[src/rtl/lsu_mem_initiator.sv]
// Load/store initiator: turns byte-addressed RISC-V loads/stores into 32-bit word
// accesses, with read-modify-write for SB/SH. Define LSU_MISALIGN_TRAP_EN to trap misaligned accesses.
module lsu_mem_initiator #(
    parameter int ADDR_W = 10,
    parameter int XLEN   = 32
) (
    input  logic              clk,
    input  logic              RST,
    input  logic              req_valid,
    input  logic              req_write,
    input  logic [2:0]        funct3,
    input  logic [31:0]       addr,
    input  logic [XLEN-1:0]   wdata,
    output logic              busy,
    output logic              done,
    output logic [XLEN-1:0]   rdata,
    output logic              err,
    output logic              MemRead,
    output logic              MemWrite,
    output logic [ADDR_W-1:0] WA,
    output logic [XLEN-1:0]   Data_in,
    input  logic              stall,
    input  logic [XLEN-1:0]   Data_out
);

    typedef enum logic [2:0] {IDLE, RD, RMW_RD, RMW_WR, WR, RESP} state_t;

    state_t            state_q, state_d;
    logic [2:0]        f3_q, f3_d;
    logic [1:0]        off_q, off_d;
    logic [XLEN-1:0]   wdata_q, wdata_d;
    logic [ADDR_W-1:0] wa_q, wa_d;
    logic [XLEN-1:0]   data_q, data_d;
    logic [XLEN-1:0]   rdata_q, rdata_d;
    logic              err_q, err_d;

    logic              accept, illegal, misalign, xfer;
    logic [7:0]        byte_lane;
    logic [15:0]       half_lane;
    logic [XLEN-1:0]   ext, merged;
    logic              unused_addr;

    assign unused_addr = ^addr[31:ADDR_W+2];

    assign busy     = (state_q != IDLE) && (state_q != RESP);
    assign done     = (state_q == RESP);
    assign MemRead  = (state_q == RD) || (state_q == RMW_RD);
    assign MemWrite = (state_q == RMW_WR) || (state_q == WR);
    assign WA       = wa_q;
    assign Data_in  = data_q;
    assign rdata    = rdata_q;
    assign err      = err_q;

    assign accept  = req_valid && !busy;
    assign illegal = (funct3 == 3'b011) || (funct3[2:1] == 2'b11);
    assign xfer    = (MemRead || MemWrite) && !stall;

`ifdef LSU_MISALIGN_TRAP_EN
    assign misalign = ((funct3[1:0] == 2'b01) && addr[0]) ||
                      ((funct3 == 3'b010) && (addr[1:0] != 2'b00));
`else
    assign misalign = 1'b0;
`endif

    // Halfword lane is picked by off[1] only, which force-aligns odd halfword addresses.
    always_comb begin
        byte_lane = Data_out[{off_q, 3'b000} +: 8];
        half_lane = Data_out[{off_q[1], 4'b0000} +: 16];
        case (f3_q)
            3'b000:  ext = {{(XLEN-8){byte_lane[7]}}, byte_lane};
            3'b001:  ext = {{(XLEN-16){half_lane[15]}}, half_lane};
            3'b100:  ext = {{(XLEN-8){1'b0}}, byte_lane};
            3'b101:  ext = {{(XLEN-16){1'b0}}, half_lane};
            default: ext = Data_out;
        endcase
        merged = Data_out;
        if (f3_q[1:0] == 2'b00) merged[{off_q, 3'b000} +: 8] = wdata_q[7:0];
        else                    merged[{off_q[1], 4'b0000} +: 16] = wdata_q[15:0];
    end

    always_comb begin
        state_d = state_q;
        f3_d    = f3_q;
        off_d   = off_q;
        wdata_d = wdata_q;
        wa_d    = wa_q;
        data_d  = data_q;
        rdata_d = rdata_q;
        err_d   = 1'b0;
        case (state_q)
            IDLE, RESP: begin
                state_d = IDLE;
                if (accept) begin
                    if (illegal || misalign) begin
                        err_d = 1'b1;
                    end else begin
                        f3_d    = funct3;
                        off_d   = addr[1:0];
                        wdata_d = wdata;
                        wa_d    = addr[ADDR_W+1:2];
                        if (!req_write) begin
                            state_d = RD;
                        end else if (funct3[1:0] == 2'b10) begin
                            data_d  = wdata;
                            state_d = WR;
                        end else begin
                            state_d = RMW_RD;
                        end
                    end
                end
            end
            RD: if (xfer) begin
                rdata_d = ext;
                state_d = RESP;
            end
            RMW_RD: if (xfer) begin
                data_d  = merged;
                state_d = RMW_WR;
            end
            RMW_WR, WR: if (xfer) state_d = RESP;
            default: state_d = IDLE;
        endcase
    end

    always_ff @(posedge clk or posedge RST) begin
        if (RST) begin
            state_q <= IDLE;
            f3_q    <= '0;
            off_q   <= '0;
            wdata_q <= '0;
            wa_q    <= '0;
            data_q  <= '0;
            rdata_q <= '0;
            err_q   <= 1'b0;
        end else begin
            state_q <= state_d;
            f3_q    <= f3_d;
            off_q   <= off_d;
            wdata_q <= wdata_d;
            wa_q    <= wa_d;
            data_q  <= data_d;
            rdata_q <= rdata_d;
            err_q   <= err_d;
        end
    end

endmodule

[config.mk]
export PLATFORM = sky130hd
export DESIGN_NAME = lsu_mem_initiator
export DESIGN_NICKNAME = d
export VERILOG_FILES = /design/src/rtl/lsu_mem_initiator.sv
export SDC_FILE = /design/constraint.sdc
export NUM_CORES = 1
export LEC_CHECK = 0
export ABC_CLOCK_PERIOD_IN_PS = 9500
export BUFFER_PORTS_ARGS = -buffer_cell sky130_fd_sc_hd__clkbuf_2
export CORE_UTILIZATION = 30
export CTS_CLUSTER_SIZE = 28
export DETAILED_ROUTE_END_ITERATION = 6
export HOLD_SLACK_MARGIN = 0.03
export PLACE_DENSITY = 0.57
export SETUP_SLACK_MARGIN = 0.3
export SYNTH_ARGS = -nofsm -noshare
export SYNTH_HDL_FRONTEND = slang
export SYNTH_SLANG_ARGS = --single-unit
[constraint.sdc]
create_clock -name clk -period 9.5 [get_ports clk]
set_input_delay 1.9 -clock clk [delete_from_list [all_inputs] [get_ports clk]]
set_output_delay 1.9 -clock clk [all_outputs]
set_load 0.005 [all_outputs]
==> metrics.txt <==
status finished, final reports clean; io pins 183; setup ws final 5.98 ns; final instance area 7330 um2; Post-Syn Area per Cell 9.42 um2; Hold-fix buffers, CTS 0; Hold Path Class register to register; total clock sinks 99; GPL Wtd Cong 0.861; Num CTS Buffers 9; Fin. Hold Viols 0; First DRT Iteration DRCs 534; Startpoint Class register; top-area cell type share of the netlist area 40.3%; sequential share of power 34.4%; DRC violations left 0; VDD IR max 0.114 mV; clock share of power 16.6%; drt via density 5.22; Max Cap Violations 0; Antenna Violating Nets Remaining 0; worst-margin pin slew 1.11 ns; fin crit share 37.1%; I/O Buffers 162; largest net degree at the start of global routing 58; Global Route Usage Sum 19.2%; final core occ 37.1%; H-tree Lvls 3; Synth area leaders dfrtp_1 (40%), mux2_2 (6.4%), a21oi_1 (6.4%); clock tree root buffer cell clkbuf_16; synth warn 0; sw frac 43.4%; max-slew violation count 0; RSZ-0062 raised after global routing no; CTS Buffer Depth 2; Site Rows 51; DIE AREA 21000 um2; DR WL/cell 19.3 um; biggest area consumer among synthesized cells dfrtp_1; crit end category primary output; crit path max-delay cell type dfrtp_1; post-CTS setup buffer count 0; internal power 1.32 mW; minimum clock period 3.52 ns; Synth cell types 54; Required @ worst endpoint 7.60 ns; Max Clock Freq 284 MHz; Worst Path Max Fanout 11; maximum single-stage delay on the critical path 0.63 ns; ys flop type dfrtp_1; combinational power share 48.9%; Post-Synthesis Cell Area 6140 um2; Seq/Total Area, Yosys 40.3%; CTS tree yes; Syn Nets 761; pre-CTS setup slack 5.84 ns; fin nets 886; Post-DP Area 7020 um2; EDFF count, synth 0; placed wire-length estimate 14500 um; Syn Inst Count 652; most frequent cells in the layout clkbuf_2 (162), dfrtp_1 (98), a21oi_1 (78); post_cts resized 0; Final Non-Filler Cells 1047; core area 19800 um2; placed cells 1031; initial antenna violation count 0; DR pass1 iterations 5; vias in the first global route 5270; share of flip-flops with an asynchronous set or reset 100%; critical path data arrival time 1.62 ns; final setup vio count 0; Final Skew 0.00777 ns; PD cells 317 nW/um2; CP Class register to primary output; commonest non-fill, non-tap cell in the layout clkbuf_2; Antenna diodes 0; synthesis-to-finish area growth 19.4%; Switch Pwr 1.01 mW; share of cells above drive strength 1 32.1%; Remaining Overflow, GRT 0; Routed WL 20200 um; Pleak 3.47 nW; clock insertion delay at the later pin of the skew report 0.36 ns; first-pass GRT wire length 31300 um; Die Span Y 145 um; chip width 145 um; initial core utilization 31.0%; vias after detailed routing 5463; cells along the critical path inv_1 > nor3b_1 > clkbuf_2; clock-pin slew on the worst setup and hold paths 0.06 ns; final setup TNS 0 ns; Slew headroom 25.4%; Yosys reg bits 99
flip-flops by register name, indices dropped and copies added, names as in the netlist:
name / count
rdata: 32
Data_in: 32
f3_q: 3
err: 1
WA: 10
off_q: 2
state_q: 3
wdata_q: 16
final cells by class:
class                   instances  area [um2]
well taps                     265         332
multi-input cells             448        3140
fillers                      2120       12400
inverters                      47         179
repair buffers                172         886
clock buffers                  11         253
flip-flops and latches         99        2480
clock inverters                 5        61.3
kinds of logic after synthesis:
kind of cell,share of synthesized area [%]
multiplexers,14.4
AND/OR/NAND/NOR,14.5
XOR/XNOR,0.285
flip-flops,40.3
buffers and inverters,8.60
adder cells (fa/ha/maj),1.18
AO/OA/AOI/OAI,20.7
metal layers:
layer | vias to the layer above | part of all wire [%] | GRT usage, %
met4 | 0 | 1.9 | 6.32
met3 | 24 | 5.6 | 3.81
met2 | 179 | 45 | 28.3
li1 | 2622 | - | -
met5 | - | 0 | 0
met1 | 2638 | 48 | 27.8
worst max-delay path: cells and delay by family, from the launching register on:
family / cells / cell delay [ns]
AND/OR/NAND/NOR: 1 / 0.30
buffers and inverters: 2 / 0.35
flip-flops: 1 / 0.63
final timing paths:
check	to	slack [ns]	cells after the start	startpoint
worst min register to register	rdata[2]	0.48	2	rdata[2]
min in group asynchronous	WA[9]	1.58	2	RST
worst min-delay path	rdata[2]	0.48	2	rdata[2]
max in group asynchronous	off_q[1]	6.72	3	RST
worst max-delay path	done	5.98	3	state_q[2]
worst max register to register	Data_in[31]	6.61	6	off_q[0]
synthesized netlist by cell type (4+ instances only):
master	instances
or3_1	4
nand3_1	35
nand3_2	10
mux2_1	8
nor4b_1	9
o22ai_1	8
a32o_1	8
a32oi_1	24
buf_2	13
mux2_4	4
dfrtp_1	99
clkbuf_1	22
o31ai_1	7
a221oi_1	9
buf_6	14
ha_1	5
nand2b_1	10
mux2i_1	34
inv_1	47
nor2_1	9
o21ai_1	22
nor2b_1	5
a21oi_1	78
buf_1	5
mux2_2	35
nand2_1	43
o21ai_0	39
nor3_1	10
stage by stage:
| step | hold WS, ns | power (mW) |
|---|---|---|
| after CTS | 0.489 | 2.34 |
| after global routing | 0.517 | 2.49 |
| after detailed placement | 0.473 | 1.94 |
| final | 0.483 | 2.33 |
| after global placement | 0.467 | 1.93 |
| after floorplan | 0.473 | 1.58 |
power groups by stage:
stage,registers (mW),clock network (mW),logic (mW)
after floorplan,0.735,0,0.844
final,0.801,0.386,1.14
after detailed placement,0.806,0,1.13
after CTS,0.798,0.397,1.14
after global routing,0.828,0.414,1.25
after global placement,0.802,0,1.13
Power figures use the tool's default switching activity.
